==> src/rtl/mips_if_stage_if.sv <==
`default_nettype none
// ============================================================================
// Module   : mips_if_stage_if
// Purpose  : Bundles the instruction-memory req/ack bus and the IF/ID
//            decode-side signals of the mips_32_bit fetch stage.
// Ports    : master modport -> fetch stage (drives imem_req/imem_addr and the
//                              if_* IF/ID outputs, reads ack/rdata/stall/
//                              redirect)
//            slave modport  -> memory + decode side (the opposite directions)
// Revision : 1.0 - initial release
// ============================================================================
interface mips_if_stage_if;
  // Instruction memory bus
  logic        imem_req;
  logic [31:0] imem_addr;
  logic        imem_ack;
  logic [31:0] imem_rdata;
  // Decode / execute control
  logic        stall;
  logic        redirect;
  logic [31:0] redirect_pc;
  // IF/ID register outputs
  logic        if_valid;
  logic [31:0] if_instr;
  logic [31:0] if_pc;
  logic [31:0] if_pc_plus4;

  modport master (
    output imem_req, imem_addr,
    input  imem_ack, imem_rdata,
    input  stall, redirect, redirect_pc,
    output if_valid, if_instr, if_pc, if_pc_plus4
  );

  modport slave (
    input  imem_req, imem_addr,
    output imem_ack, imem_rdata,
    output stall, redirect, redirect_pc,
    input  if_valid, if_instr, if_pc, if_pc_plus4
  );
endinterface
`default_nettype wire

==> src/rtl/mips_if_stage.sv <==
`default_nettype none
// ============================================================================
// Module   : mips_if_stage
// Purpose  : Instruction-fetch stage. Generates the PC, fetches one
//            instruction at a time over a req/ack memory bus, and presents it
//            to decode through the IF/ID register. A one-entry holding buffer
//            absorbs a fetch that completes while decode is stalled; redirects
//            flush the pipe and discard any wrong-path fetch in flight.
// Ports    : clk  - rising-edge clock
//            rst  - asynchronous active-high reset
//            bus  - mips_if_stage_if.master (imem bus, stall/redirect, if_*)
// Revision : 1.0 - initial release
// ============================================================================
module mips_if_stage #(
  parameter logic [31:0] RESET_PC = 32'h0000_0000
) (
  input  wire              clk,
  input  wire              rst,
  mips_if_stage_if.master  bus
);

  typedef enum logic [1:0] {
    S_IDLE    = 2'd0,
    S_RUN     = 2'd1,
    S_BLOCKED = 2'd2,
    S_DISCARD = 2'd3
  } state_t;

  state_t      state_q;
  logic [31:0] pc_q;          // next fetch PC (redirect target while in DISCARD)
  logic [31:0] addr_q;        // address presented on the bus
  logic        req_q;
  logic [31:0] buf_instr_q;   // holding buffer; full exactly when in BLOCKED
  logic [31:0] buf_pc_q;
  logic        if_valid_q;
  logic [31:0] if_instr_q;
  logic [31:0] if_pc_q;
  logic [31:0] if_pc_plus4_q;

  logic        fetch_done;
  logic [31:0] pc_inc;
  logic [31:0] redirect_tgt;
  logic        unused_rpc_bits;

  assign fetch_done      = req_q & bus.imem_ack;
  assign pc_inc          = pc_q + 32'd4;
  assign redirect_tgt    = {bus.redirect_pc[31:2], 2'b00};
  assign unused_rpc_bits = &{1'b0, bus.redirect_pc[1:0]};

  always_ff @(posedge clk or posedge rst) begin
    if (rst) begin
      state_q       <= S_IDLE;
      pc_q          <= RESET_PC;
      addr_q        <= RESET_PC;
      req_q         <= 1'b0;
      buf_instr_q   <= 32'd0;
      buf_pc_q      <= 32'd0;
      if_valid_q    <= 1'b0;
      if_instr_q    <= 32'd0;
      if_pc_q       <= 32'd0;
      if_pc_plus4_q <= 32'd0;
    end else if (bus.redirect) begin
      // Redirect beats stall: flush IF/ID and the buffer unconditionally.
      if_valid_q <= 1'b0;
      pc_q       <= redirect_tgt;
      if ((state_q == S_RUN || state_q == S_DISCARD) && !fetch_done) begin
        // Request still in flight: keep it on the bus until acked, then drop.
        state_q <= S_DISCARD;
      end else begin
        state_q <= S_RUN;
        req_q   <= 1'b1;
        addr_q  <= redirect_tgt;
      end
    end else begin
      // Decode consumed the current entry and nothing replaces it below.
      if (!bus.stall) if_valid_q <= 1'b0;

      case (state_q)
        S_IDLE: begin
          state_q <= S_RUN;
          req_q   <= 1'b1;
          addr_q  <= pc_q;
        end

        S_RUN: begin
          if (fetch_done) begin
            pc_q <= pc_inc;
            if (!if_valid_q || !bus.stall) begin
              if_valid_q    <= 1'b1;
              if_instr_q    <= bus.imem_rdata;
              if_pc_q       <= pc_q;
              if_pc_plus4_q <= pc_inc;
              addr_q        <= pc_inc;
            end else begin
              buf_instr_q <= bus.imem_rdata;
              buf_pc_q    <= pc_q;
              req_q       <= 1'b0;
              state_q     <= S_BLOCKED;
            end
          end
        end

        S_BLOCKED: begin
          if (!bus.stall) begin
            if_valid_q    <= 1'b1;
            if_instr_q    <= buf_instr_q;
            if_pc_q       <= buf_pc_q;
            if_pc_plus4_q <= buf_pc_q + 32'd4;
            req_q         <= 1'b1;
            addr_q        <= pc_q;
            state_q       <= S_RUN;
          end
        end

        S_DISCARD: begin
          // Wrong-path data is ignored; resume at the saved target.
          if (fetch_done) begin
            addr_q  <= pc_q;
            state_q <= S_RUN;
          end
        end

        default: state_q <= S_IDLE;
      endcase
    end
  end

  assign bus.imem_req    = req_q;
  assign bus.imem_addr   = addr_q;
  assign bus.if_valid    = if_valid_q;
  assign bus.if_instr    = if_instr_q;
  assign bus.if_pc       = if_pc_q;
  assign bus.if_pc_plus4 = if_pc_plus4_q;

endmodule
`default_nettype wire

==> src/flat_wrapper.sv <==
// flat-port wrapper written by rule: the top's interface ports become plain ports
module mips_if_stage_flat 
#(
  parameter logic [31:0] RESET_PC = 32'h0000_0000
)
  (clk, rst, bus_imem_req, bus_imem_addr, bus_imem_ack, bus_imem_rdata, bus_stall, bus_redirect, bus_redirect_pc, bus_if_valid, bus_if_instr, bus_if_pc, bus_if_pc_plus4);
  mips_if_stage_if bus_i ();
  input  wire clk;
  input  wire rst;
  output wire logic [$bits(bus_i.imem_req)-1:0] bus_imem_req;
  output wire logic [$bits(bus_i.imem_addr)-1:0] bus_imem_addr;
  input wire logic [$bits(bus_i.imem_ack)-1:0] bus_imem_ack;
  input wire logic [$bits(bus_i.imem_rdata)-1:0] bus_imem_rdata;
  input wire logic [$bits(bus_i.stall)-1:0] bus_stall;
  input wire logic [$bits(bus_i.redirect)-1:0] bus_redirect;
  input wire logic [$bits(bus_i.redirect_pc)-1:0] bus_redirect_pc;
  output wire logic [$bits(bus_i.if_valid)-1:0] bus_if_valid;
  output wire logic [$bits(bus_i.if_instr)-1:0] bus_if_instr;
  output wire logic [$bits(bus_i.if_pc)-1:0] bus_if_pc;
  output wire logic [$bits(bus_i.if_pc_plus4)-1:0] bus_if_pc_plus4;
  assign bus_imem_req = bus_i.imem_req;
  assign bus_imem_addr = bus_i.imem_addr;
  assign bus_i.imem_ack = bus_imem_ack;
  assign bus_i.imem_rdata = bus_imem_rdata;
  assign bus_i.stall = bus_stall;
  assign bus_i.redirect = bus_redirect;
  assign bus_i.redirect_pc = bus_redirect_pc;
  assign bus_if_valid = bus_i.if_valid;
  assign bus_if_instr = bus_i.if_instr;
  assign bus_if_pc = bus_i.if_pc;
  assign bus_if_pc_plus4 = bus_i.if_pc_plus4;
  mips_if_stage #(.RESET_PC(RESET_PC)) u_core (.clk(clk), .rst(rst), .bus(bus_i));
endmodule
==> config.mk <==
export PLATFORM = sky130hd
export DESIGN_NAME = mips_if_stage_flat
export DESIGN_NICKNAME = d
export VERILOG_FILES = /design/src/rtl/mips_if_stage_if.sv /design/src/rtl/mips_if_stage.sv /design/src/flat_wrapper.sv
export SDC_FILE = /design/constraint.sdc
export NUM_CORES = 1
export LEC_CHECK = 0
export CAP_MARGIN = 20
export CORE_AREA = 2 2 157 159
export DETAILED_ROUTE_END_ITERATION = 16
export DIE_AREA = 0 0 159 161
export GPL_TIMING_DRIVEN = 0
export PLACE_DENSITY = 0.82
export SLEW_MARGIN = 10
export SYNTH_ARGS = -nofsm -noshare
export SYNTH_HDL_FRONTEND = slang
export SYNTH_SLANG_ARGS = --single-unit
==> constraint.sdc <==
create_clock -name clk -period 7.6 [get_ports clk]
set_input_delay 1.52 -clock clk [delete_from_list [all_inputs] [get_ports clk]]
set_output_delay 1.52 -clock clk [all_outputs]
set_load 0.05 [all_outputs]
Word level (Yosys, flattened, before mapping)
Cells that the tools add are included.
{"block": "op_classes", "add_sub_neg": 2, "eq_ne": 12, "muxes": 39, "bitwise": 3, "reduce_logical": 17}
{"op": "$mux W32", "n": 16}
{"op": "$pmux W32 S2", "n": 3}
{"op": "$pmux W32 S4", "n": 1}
{"op": "$add A32 B3 Y32 const B", "n": 2}
{"op": "$reduce_and A5 Y1", "n": 3}
{"op": "$mux W2", "n": 6}
{"op": "$mux W1", "n": 10}
{"op": "$ne A3 B3 Y1 const B", "n": 3}
{"op": "$pmux W2 S4", "n": 1}
{"op": "$reduce_and A4 Y1", "n": 2}
{"op": "$ne A2 B2 Y1 const B", "n": 3}
{"op": "$ne A3 B2 Y1 const B", "n": 2}
{"op": "$reduce_bool A2 Y1", "n": 3}
{"op": "$eq A2 B2 Y1 const B", "n": 2}
{"op": "$reduce_bool A4 Y1", "n": 1}
{"op": "$logic_not A1 Y1", "n": 3}
{"op": "$pmux W1 S3", "n": 1}
{"op": "$eq A2 B1 Y1 const B", "n": 1}
{"op": "$logic_not A2 Y1", "n": 1}
{"op": "$logic_or A1 B1 Y1", "n": 2}
{"op": "$ne A2 B1 Y1 const B", "n": 1}
{"op": "$not A1 Y1", "n": 2}
{"op": "$pmux W1 S2", "n": 1}
{"op": "$reduce_and A2 Y1", "n": 1}
{"op": "2 further kinds", "n": 2}
{"block": "totals", "register_bits": 228, "inputBits": 69, "output_inout_bits": 130, "elab_cells": 83}

Logic depth before layout (Yosys ltp)
Gate-level depths: netlist of run 1.
{"block": "logic_depth", "depth_word": 6, "mapped_depth": 10, "depth_no_buf": 7}

Least setup slack after synthesis of run 1
No wires, ideal clock.
{"block": "synth_timing", "kind": "input to register", "startpoint": "in bus_redirect", "endpoint": "reg u_core.if_pc_plus4_q[19] (netlist: u_core.bus.if_pc_plus4[19])", "setup_time_ns": 0.140, "arrival_time_ns": 2.873, "required_time_ns": 7.460, "setup_slack_ns": 4.587, "path_stages": 7, "n_path_buf": 3, "path_cell_list": "or4b_1 > o31a_1 > buf_2 > clkbuf_1 > clkbuf_1 > nand2_1 > o211ai_2"}
{"block": "synth_via", "elab_chain_cells": 2}
{"item": "start, declared", "line": "flat_wrapper.sv:15", "rtl": "input wire logic [$bits(bus_i.redirect)-1:0] bus_redirect;"}
{"item": "$not A1 Y1 (no line)"}
{"item": "$reduce_and A5 Y1 (no line)"}
{"item": "end signal, assigned", "line": "mips_if_stage.sv:92", "rtl": "if_pc_plus4_q <= pc_inc;"}
{"item": "end signal, assigned", "line": "mips_if_stage.sv:108", "rtl": "if_pc_plus4_q <= buf_pc_q + 32'd4;"}
{"item": "end, declared", "line": "mips_if_stage.sv:38", "rtl": "logic [31:0] if_pc_plus4_q;"}
Every way passes these cells.
A chain may end at the register's enable or synchronous reset.

Worst setup path in the final report of run 1
{"block": "layout_timing", "startpoint": "in bus_stall", "endpoint": "reg u_core.if_pc_plus4_q[18] (netlist: u_core.bus.if_pc_plus4[18])"}
{"block": "layout_via", "elab_chain_cells": 4, "word_cells_on_any_way": 5, "cone_classes": "eq/ne (2); reduce/logical (3)"}
{"item": "start, declared", "line": "flat_wrapper.sv:14", "rtl": "input wire logic [$bits(bus_i.stall)-1:0] bus_stall;"}
{"item": "$logic_not A1 Y1"}
{"item": "$logic_or A1 B1 Y1", "line": "mips_if_stage.sv:88", "rtl": "if (!if_valid_q || !bus.stall) begin"}
{"item": "$ne A2 B2 Y1 (no line)"}
{"item": "$reduce_and A5 Y1 (no line) *"}
Every way passes the cells marked *; elsewhere a longest branch is shown, timed or not.

==> key figures, run 1 <==
Timing
  – Worst-Margin Slew: 1064 ps
  – Hold Vio Cnt, Final: 0
  – Hold WS: 479.6 ps
  – Max Fclk: 247.6 MHz
  – Final setup violating endpoints: 0
  – Clock Skew: 18.64 ps
  – Final worst path period share: 53.13%
  – Slew margin rel.: 28.62%
  – RSZ-0062 raised after global routing: false
  – Pins Over Slew Limit: 0
  – Tmin final: 4038 ps

Yosys
  – Ys Warns: 0
  – Syn avg cell area: 10.05 µm²
  – Synth area leader: dfrtp_1
  – Top-area cell type share of the netlist area: 47.56%
  – Seq/Total Area, Yosys: 47.56%
  – Netlist Area Pre-Place: 0.01152 mm²
  – Post-Syn Instances: 1147
  – Top_reg_cell synth: dfrtp_1
  – Seq cells post-synth: 219
  – Post-synth ARST share: 100.0%
  – Count of cell types in the netlist: 64
  – Area contributors post-synth: dfrtp_1 (48%), mux2i_1 (7.4%), mux2_2 (6.9%), nand2_1 (4.4%), o21ai_0 (4.3%)
  – Post-synth EDFFs: 0

Clock tree
  – Worst-skew pair later-pin latency: 530 ps
  – Root buf cell: clkbuf_16
  – Post-CTS setup buffers: 0
  – # resized after CTS: 0
  – Cts hold-fix bufs: 0
  – H-tree Lvls: 1
  – Reg clk slew, reported paths: 60 ps
  – CTS tree: done
  – Clk buf depth: 3
  – Clock Sinks: 219
  – Number of CTS-inserted buffers: 24

Worst setup path
  – Required @ worst endpoint: 8010 ps
  – CP Max Fanout: 10
  – Critical Path AT: 4450 ps
  – CP Launch Type: primary input
  – WS Path Type: primary input to flop
  – CP endpoint kind: flop

Routing
  – DRC Markers: 0
  – Via Count: 9797
  – Wire length per cell: 20.21 µm
  – DRT antenna net count: 0
  – Drt pass-1 iters: 5
  – First DRT Iteration DRCs: 790
  – Vias per cell: 5.723
  – Routed WL: 34600 µm

GRT
  – Gr usage total: 26.70%
  – First-pass GRT wire length: 54460 µm
  – Gr ovfl total: 0
  – Initial antenna violation count: 0
  – Vias in the first global route: 9760
  – Pin count of the biggest net entering global routing: 87

Layout
  – Ant diodes: 0
  – P&R area growth vs syn: 27.74%
  – Most frequent cells in the layout: dfrtp_1 (219), clkdlybuf4s50_1 (192), nand2_1 (136)
  – Nets: 1445
  – Share of cells above drive strength 1: 11.96%
  – Most common cell after layout, fill and taps aside: dfrtp_1
  – Fill cell count: 2008
  – Final Cell Area: 0.01472 mm²

Floorplanning
  – DIE HEIGHT: 161 µm
  – # rows: 57
  – Initial Utilization: 48.09%
  – DIE AREA: 0.02560 mm²
  – Die Width: 159 µm
  – IO Pins: 199
  – Core Region: 0.02396 mm²

Place
  – # port buffers: 192
  – GPL Wtd Cong: 0.9307
  – DP Area: 0.01392 mm²
  – DP Wirelength: 25350 µm

Job
  – Max Cap Viol: 0

Pwr
  – Static Leakage: 6.165 nW
  – Peak supply drop: 0.2367 mV
  – Design Power: 0.006127 W
  – Total power density per cell area: 416.2 mW/mm²

Outcome
  – Run status: finished clean

Hold path
  – Min-delay worst type: flop to flop
sequential cells by signal, summed over array words and instances, names as in the netlist:
signal	count
u_core.buf_instr_q	32
u_core.buf_pc_q	30
u_core.bus.if_instr	32
u_core.bus.if_pc	30
u_core.bus.if_pc_plus4	30
u_core.bus.if_valid	1
u_core.bus.imem_addr	31
u_core.bus.imem_req	1
u_core.pc_q	30
u_core.state_q	2
metal layers:
layer	part of all wire [%]	global-route usage, %	up-vias
li1	-	-	4473
met2	46	43.02	475
met3	9.1	5.804	81
met4	2.9	8.636	0
met5	0	0	-
met1	42	36.27	4768
cell type report:
type / instances / area, µm² / area share, %
repair buffers: 194 / 1977 / 13.43
flip-flops and latches: 219 / 5480 / 37.23
plain buffers: 99 / 451.7 / 3.068
clock inverters: 6 / 61.31 / 0.4165
inverters: 18 / 75.07 / 0.5100
well taps: 324 / 405.4 / 2.754
clock buffers: 38 / 734.5 / 4.989
multi-input cells: 814 / 5535 / 37.60
power by group:
| part | internal, W | total (W) | switching [W] |
|---|---|---|---|
| Sequential | 0.00160 | 0.00191 | 0.000309 |
| Clock | 0.000697 | 0.00118 | 0.000482 |
| Combinational | 0.00102 | 0.00304 | 0.00202 |
critical path: stages:
cell             delay [ps]
clkdlybuf4s50_1         610
o21a_1                  190
o31a_1                  330
buf_2                   320
clkbuf_1                660
clkbuf_1                580
nand2_1                 130
o31ai_1                 100
kinds of logic after synthesis:
group | synth area share, %
other | 0.03254
adders and majority gates | 0.6514
and+or+nand+nor | 15.33
AOI/OAI and AO/OA | 10.53
DFF | 47.56
xor gates and xnor gates | 7.068
buffers and inverters | 4.506
muxes | 14.32
Yosys cell counts (3+ instances only):
| master | number |
|---|---|
| a211oi_1 | 9 |
| a21boi_0 | 13 |
| a21o_1 | 4 |
| a21oi_1 | 28 |
| a221o_1 | 4 |
| a221oi_1 | 3 |
| a31oi_1 | 7 |
| and2_1 | 7 |
| and3_1 | 10 |
| and4_1 | 7 |
| buf_1 | 6 |
| buf_2 | 30 |
| buf_4 | 11 |
| clkbuf_1 | 51 |
| dfrtp_1 | 219 |
| ha_1 | 6 |
| inv_1 | 16 |
| mux2_2 | 71 |
| mux2i_1 | 85 |
| nand2_1 | 136 |
| nand2b_1 | 12 |
| nand3_1 | 48 |
| nand4_1 | 25 |
| nor2_1 | 44 |
| nor2b_1 | 3 |
| nor3_1 | 28 |
| nor3b_1 | 3 |
| nor4_1 | 13 |
| o211ai_1 | 5 |
| o21a_1 | 3 |
| o21ai_0 | 100 |
| o21ai_1 | 3 |
| o221ai_1 | 3 |
| o31ai_1 | 6 |
| or3_1 | 3 |
| xnor2_1 | 46 |
| xor2_1 | 47 |
metrics by stage:
| step | std cells | util [%] | setup TNS [ps] | worst slack (ps) |
|---|---|---|---|---|
| 3_5_place_dp | 1668 | 58.11 | 0 | 3104 |
| 2_1_floorplan | 1150 | - | 0 | 87.29 |
| 4_1_cts | 1712 | 61.43 | 0 | 3611 |
| 5_1_grt | 1712 | 61.43 | 0 | 3516 |
| 3_3_place_gp | 1666 | 57.85 | -606840 | -2788 |
| 6_report | 1712 | 61.43 | 0 | 3562 |
path summary, 6_finish.rpt:
check	startpoint	end	slack, ps	cells past startpoint
worst max-delay path	bus_stall	u_core.bus.if_pc_plus4[18]	3560	8
worst min-delay path	u_core.bus.if_pc[18]	u_core.bus.if_pc[18]	480	2
worst max register to register	u_core.state_q[0]	u_core.bus.if_pc_plus4[18]	4040	10
worst min register to register	u_core.bus.if_pc[18]	u_core.bus.if_pc[18]	480	2
max in group asynchronous	rst	u_core.bus.if_instr[27]	5430	3
min in group asynchronous	rst	u_core.bus.if_instr[1]	1420	2
Note: power is estimated with default switching activity, not from simulation.
==> run 2, diff against run 1 <==
--- a/config.mk
+++ b/config.mk
@@ -6,11 +6,11 @@
 export NUM_CORES = 1
 export LEC_CHECK = 0
 export CAP_MARGIN = 20
-export CORE_AREA = 2 2 157 159
+export CORE_AREA = 2 2 150 152
 export DETAILED_ROUTE_END_ITERATION = 16
-export DIE_AREA = 0 0 159 161
+export DIE_AREA = 0 0 152 154
 export GPL_TIMING_DRIVEN = 0
-export PLACE_DENSITY = 0.82
+export PLACE_DENSITY = 0.85
 export SLEW_MARGIN = 10
 export SYNTH_ARGS = -nofsm -noshare
 export SYNTH_HDL_FRONTEND = slang
==> constraint.sdc (replaced) <==
create_clock -name clk -period 4.2 [get_ports clk]
set_input_delay 0.84 -clock clk [delete_from_list [all_inputs] [get_ports clk]]
set_output_delay 0.84 -clock clk [all_outputs]
set_load 0.05 [all_outputs]
==> run 2 against run 1 <==
Clock skew decreased by 10 ps. Hold slack got worse by 2.8 ps. Clock power rose by 77%. Via count is 3.1% higher. Largest power group unchanged. Routed wire length grew 1.7%. Die area shrank 8.6%.
==> key figures, run 2 (synthesis gave the netlist of run 1 again) <==
Timing
  – Hold Vio Cnt, Final: 0 (unchanged)
  – Final setup violating endpoints: 0 (unchanged)
  – Final worst path period share: 80.87%
  – Slew margin rel.: 23.63% (-5.0 points)
  – Worst-Margin Slew: 1146 ps (+82.02 ps)
  – Clock Skew: 8.180 ps (-10.46 ps)
  – RSZ-0062 raised after global routing: false
  – TNS Setup: 0 ps (unchanged)
  – Tmin final: 3397 ps
  – Pins Over Slew Limit: 0 (unchanged)
  – Max Fclk: 294.4 MHz
  – Hold WS: 476.8 ps (-2.777 ps)

Worst setup path
  – Bufs and invs on worst path: 5 (+1)
  – Worst-path cell chain: inv_1 > ha_1 > clkbuf_1 > o21a_1 > o31a_1 > buf_2 > clkbuf_1 > clkbuf_1 > nand2_1 > o211ai_1
  – WS Path Type: flop to flop
  – Critical Path Max Stage Delay: 600 ps (-60 ps)
  – Required @ worst endpoint: 4630 ps (-3380 ps)
  – Most used cell, CP: clkbuf_1
  – CP delay by family, top: buffers and inverters
  – CP max stage cell: clkbuf_1
  – CP endpoint kind: flop
  – Critical Path AT: 3830 ps (-620 ps)
  – CP Max Fanout: 10 (unchanged)
  – CP Launch Type: flop

Layout
  – Most frequent cells in the layout: dfrtp_1 (219), clkdlybuf4s50_1 (192), nand2_1 (136)
  – Share of cells above drive strength 1: 12.30% (+0.34 points)
  – Fill cell count: 1599 (-20%)
  – Final Cell Area: 0.01471 mm² (about the same)
  – Non-Filler Instances: 1671 (-2.4%)
  – P&R area growth vs syn: 27.67% (about the same)
  – Nets: 1449 (+0.28%)
  – Most common cell after layout, fill and taps aside: dfrtp_1

Clock tree
  – Root buf cell: clkbuf_16
  – Reg clk slew, reported paths: 60 ps (about the same)
  – Cts hold-fix bufs: 0 (unchanged)
  – CTS tree: done
  – Post-CTS setup buffers: 0 (unchanged)
  – Clock Sinks: 219 (unchanged)
  – Clk buf depth: 3 (unchanged)
  – H-tree Lvls: 1 (unchanged)
  – # resized after CTS: 0 (unchanged)
  – Worst-skew pair later-pin latency: 530 ps (about the same)
  – Number of CTS-inserted buffers: 24 (unchanged)

Place
  – DP Area: 0.01393 mm² (about the same)
  – # port buffers: 192 (unchanged)
  – Inst Count DP: 1628 (-2.4%)
  – DP Wirelength: 25660 µm (+1.2%)
  – GPL Wtd Cong: 0.9917 (+6.6%)

Pwr
  – Peak supply drop: 0.4006 mV (+69%)
  – Total power density per cell area: 757.7 mW/mm² (+82%)
  – Static Leakage: 6.183 nW (+0.30%)

GRT
  – Vias in the first global route: 10070 (+3.2%)
  – Pin count of the biggest net entering global routing: 41 (-53%)
  – Gr ovfl total: 0 (unchanged)
  – First-pass GRT wire length: 55580 µm (+2.1%)
  – Initial antenna violation count: 1 (+1)
  – Gr usage total: 29.52% (+2.8 points)

Floorplanning
  – # rows: 54 (-5.3%)
  – Initial Utilization: 53.13% (+5.0 points)
  – Die Width: 152 µm (-4.4%)
  – Core Region: 0.02169 mm² (-9.5%)
  – DIE HEIGHT: 154 µm (-4.3%)
  – IO Pins: 199 (unchanged)
  – DIE AREA: 0.02341 mm² (-8.6%)

Hold path
  – Min-delay worst type: flop to flop

Outcome
  – Run status: finished clean

Routing
  – Routed WL: 35200 µm (+1.7%)
  – Via Count: 10100 (+3.1%)
  – DRC Markers: 0 (unchanged)
  – Drt pass-1 iters: 5 (unchanged)
  – Wire length per cell: 21.06 µm (+4.2%)
  – DRT antenna net count: 0 (unchanged)
  – Vias per cell: 6.043 (+5.6%)
  – First DRT Iteration DRCs: 1203 (+52%)

Job
  – Max Cap Viol: 0 (unchanged)
## run 2: cell count changes in the layout (fill, tap and decap cells not counted), sizes merged
cell and change:
buf +4, clkbuf -4, clkinv +2, clkinvlp +1, diode +1, inv -1
## run 2: layout make-up
| class | count | area [µm²] | share of cell area [%] |
|---|---|---|---|
| antenna | 1 | 2.502 | 0.01701 |
| tap | 280 | 350.3 | 2.381 |
| buffer | 99 | 451.7 | 3.070 |
| timing repair buffer | 198 | 2042 | 13.88 |
| clock buffer | 34 | 698.2 | 4.746 |
| sequential | 219 | 5480 | 37.25 |
| multi-input combinational | 814 | 5535 | 37.63 |
| clock inverter | 8 | 80.08 | 0.5443 |
| inverter | 18 | 71.32 | 0.4848 |
## run 2: power breakdown
group | leakage [nW] | switching, W | internal (W)
Sequential | 2.74 | 0.000577 | 0.00289
Clock | 0.389 | 0.000870 | 0.00122
Combinational | 3.06 | 0.00374 | 0.00185
Total | 6.18 | 0.00519 | 0.00596
## run 2: stage by stage
stage	util, %	power [W]	worst slack (ps)
2_1_floorplan	-	0.007005	505.9
3_3_place_gp	63.68	0.008823	-1126
3_5_place_dp	64.23	0.008979	549.3
4_1_cts	67.82	0.01110	946.6
5_1_grt	67.82	0.01159	734.7
6_report	67.83	0.01115	803.4
## run 2: path summary, 6_finish.rpt
check | startpoint | slack (ps) | cells after the start | endpoint
max | u_core.state_q[0] | 800 | 10 | u_core.bus.if_pc_plus4[20]
min | u_core.bus.imem_addr[10] | 480 | 1 | u_core.bus.imem_addr[10]
max reg2reg | u_core.state_q[0] | 800 | 10 | u_core.bus.if_pc_plus4[20]
min reg2reg | u_core.bus.imem_addr[10] | 480 | 1 | u_core.bus.imem_addr[10]
max in group asynchronous | rst | 2640 | 4 | u_core.bus.imem_addr[29]
min in group asynchronous | rst | 710 | 2 | u_core.buf_instr_q[3]
## run 2: routing by layer
metal	track usage (%)	vias up	share of wire, %
met3	5.665	109	10
met5	0	-	0
met4	12.28	0	4.3
met1	40.10	4870	39
met2	46.76	642	46
li1	-	4477	-
==> run 3, diff against run 2 <==
--- a/config.mk
+++ b/config.mk
@@ -6,11 +6,11 @@
 export NUM_CORES = 1
 export LEC_CHECK = 0
 export CAP_MARGIN = 20
-export CORE_AREA = 2 2 150 152
+export CORE_AREA = 2 2 157 159
 export DETAILED_ROUTE_END_ITERATION = 16
-export DIE_AREA = 0 0 152 154
+export DIE_AREA = 0 0 159 161
 export GPL_TIMING_DRIVEN = 0
-export PLACE_DENSITY = 0.85
+export PLACE_DENSITY = 0.82
 export SLEW_MARGIN = 10
 export SYNTH_ARGS = -nofsm -noshare
 export SYNTH_HDL_FRONTEND = slang
==> constraint.sdc (replaced) <==
create_clock -name clk -period 2.75 [get_ports clk]
set_input_delay 0.55 -clock clk [delete_from_list [all_inputs] [get_ports clk]]
set_output_delay 0.55 -clock clk [all_outputs]
set_load 0.05 [all_outputs]
==> run 3 against run 2 <==
Sequential power increased by 52%. Setup slack got worse by 750 ps. Sequential cell count unchanged. Global-route usage decreased by 2.5 points. Total power increased by 54%. Clock skew decreased by 0.80 ps. Largest cell class unchanged.
==> key figures, run 3 (synthesis gave the netlist of run 1 again) <==
Clock tree
  – Clock Sinks: 219 (unchanged)
  – Clk buf depth: 3 (unchanged)
  – Worst-skew pair later-pin latency: 520 ps (about the same)
  – H-tree Lvls: 1 (unchanged)
  – Root buf cell: clkbuf_16
  – CTS tree: done
  – Number of CTS-inserted buffers: 24 (unchanged)
  – Reg clk slew, reported paths: 60 ps (about the same)

Timing
  – Clock Skew: 7.380 ps (-0.7991 ps)
  – Pins Over Slew Limit: 0 (unchanged)
  – TNS Setup: 0 ps (unchanged)
  – Min setup slack post-route: 53.06 ps (-750.3 ps)
  – Hold WS: 437.1 ps (-39.70 ps)
  – Final setup violating endpoints: 0 (unchanged)
  – Final worst path period share: 98.07% (+17 points)
  – Hold Vio Cnt, Final: 0 (unchanged)
  – Tmin final: 2697 ps (-699.7 ps)
  – Slew margin rel.: 37.49% (+14 points)
  – Worst-Margin Slew: 929.3 ps (-216.3 ps)
  – Max Fclk: 370.8 MHz (+26%)

Worst setup path
  – CP Launch Type: flop
  – Critical Path Max Stage Delay: 540 ps (-60 ps)
  – WS Path Type: flop to flop
  – Worst-path cell chain: inv_1 > ha_1 > clkbuf_1 > buf_1 > a31oi_1 > nor3_1 > o31ai_1
  – CP max stage cell: buf_1
  – FF-to-FF path depth: 7 (-3)
  – Flop2flop setup slack: 50 ps (-750 ps)
  – Worst r2r dst: u_core.bus.imem_addr[29]
  – Required @ worst endpoint: 3140 ps (-1490 ps)
  – FF-to-FF Start: u_core.state_q[1]
  – CP endpoint kind: flop
  – CP Max Fanout: 10 (unchanged)
  – Critical Path AT: 3080 ps (-750 ps)

Layout
  – Register area: 0.005480 mm² (unchanged)
  – Most frequent cells in the layout: dfrtp_1 (219), clkdlybuf4s50_1 (192), nand2_1 (136)
  – Most common cell after layout, fill and taps aside: dfrtp_1
  – Fill cell count: 2026 (+27%)
  – Share of cells above drive strength 1: 14.25% (+2.0 points)
  – Nets: 1448 (-0.069%)
  – Ant diodes: 0 (-1)
  – P&R area growth vs syn: 29.55%
  – Footprint of the multi-input gates: 0.005613 mm² (+1.4%)
  – Utilization after layout: 62.30% (-5.5 points)
  – Final Cell Area: 0.01493 mm² (+1.5%)

Place
  – # port buffers: 192 (unchanged)
  – GPL Wtd Cong: 0.9262 (-6.6%)
  – DP Wirelength: 25570 µm (-0.37%)
  – DP Area: 0.01399 mm² (+0.39%)
  – Place WS: -723.7 ps (-1273 ps)

Floorplanning
  – Die Width: 159 µm (+4.6%)
  – IO Pins: 199 (unchanged)
  – DIE HEIGHT: 161 µm (+4.5%)
  – Initial Utilization: 48.09% (-5.0 points)
  – DIE AREA: 0.02560 mm² (+9.4%)
  – # rows: 57 (+5.6%)
  – Core Region: 0.02396 mm² (+10%)

Pwr
  – Sw Ratio: 45.54% (-0.97 points)
  – Power Internal: 0.009365 W (+57%)
  – Peak supply drop: 0.7137 mV (+78%)
  – Clock power share: 19.9% (+1.2 points)
  – Total power density per cell area: 1152 mW/mm² (+52%)
  – Sequential Power Share: 30.6% (-0.5 points)
  – NetSw: 0.007832 W (+51%)
  – Comb pwr share: 49.4% (-0.7 points)
  – Static Leakage: 6.265 nW (+1.3%)

GRT
  – Initial antenna violation count: 0 (-1)
  – Gr ovfl total: 0 (unchanged)
  – First-pass GRT wire length: 55110 µm (-0.84%)
  – Vias in the first global route: 9847 (-2.3%)
  – Pin count of the biggest net entering global routing: 38 (-7.3%)
  – Gr usage total: 27.06% (-2.5 points)

Routing
  – Wire length per cell: 20.44 µm (-3.0%)
  – DRC Markers: 0 (unchanged)
  – Vias per cell: 5.769 (-4.5%)
  – Drt pass-1 iters: 5 (unchanged)
  – Via Count: 9883 (-2.1%)
  – DRT antenna net count: 0 (unchanged)
  – First DRT Iteration DRCs: 771 (-36%)
  – Routed WL: 35010 µm (-0.55%)

Outcome
  – Run status: finished clean

Hold path
  – Min-delay worst type: primary input to async pin

Job
  – Max Cap Viol: 0 (unchanged)
-- run 3: cell count changes in the layout (fill, tap and decap cells not counted), moves of 2 or more --
cell,before,now
buf_2,30,34
clkinv_2,5,3
nor3_2,1,3
nor4_1,13,11
nor3_1,28,25
o21ai_1,3,1
clkbuf_8,6,10
o21ai_2,0,2
clkbuf_1,55,36
clkbuf_2,1,10
-- run 3: worst max-delay path by stage --
stage	startpoint	to	slack, ps	cells past startpoint
final	u_core.state_q[1]	u_core.bus.imem_addr[29]	50	7
after floorplan	rst	u_core.buf_instr_q[0]	-650	1
after CTS	u_core.pc_q[3]	u_core.bus.if_pc_plus4[28]	30	7
after detailed placement	bus_stall	u_core.bus.if_pc_plus4[18]	-720	8
after global placement	rst	u_core.bus.if_instr[30]	-2350	2
after global routing	u_core.state_q[1]	u_core.buf_instr_q[18]	-9	7
-- run 3: power groups by stage --
stage          Clock, W  Combinational [W]  Sequential [W]
2_1_floorplan         0            0.00267         0.00802
3_3_place_gp          0            0.00823         0.00526
3_5_place_dp          0            0.00840         0.00530
4_1_cts         0.00346            0.00846         0.00526
5_1_grt         0.00360            0.00895         0.00541
6_report        0.00343            0.00850         0.00527
-- run 3: critical path, delay by kind of cell, from the launching register on --
family                     cells  cell delay (ps)
DFF                            1              440
buffers and inverters          3             1140
adders and majority gates      1              290
AOI/OAI and AO/OA              2              320
and+or+nand+nor                1              380
-- run 3: layer usage --
layer	track usage (%)	share of wire, %	up-vias
li1	-	-	4479
met1	36.39	41	4841
met2	43.72	47	484
met3	5.675	8.8	79
met4	9.669	3.3	0
met5	0	0	-
-- run 3: what timing repair did --
action                                  in CTS  in global routing
endpoints found under the hold margin        0                  0
endpoints found under the setup margin     146                 99
resized for setup                           17                 21
hold buffers                                 0                  0
buffers inserted                             0                  0
-- run 3: final cells by class --
cell class | count | share of cell area (%)
sequential | 219 | 36.71
clock inverter | 6 | 0.5531
multi-input combinational | 814 | 37.60
buffer | 98 | 3.134
inverter | 18 | 0.4777
timing repair buffer | 198 | 13.68
clock buffer | 36 | 5.137
tap | 324 | 2.715
-- run 3: stage by stage --
stage                     cells  total power (W)
after floorplan            1150          0.01070
after global placement     1666          0.01348
after detailed placement   1672          0.01370
after CTS                  1713          0.01718
after global routing       1713          0.01796
final                      1713          0.01720
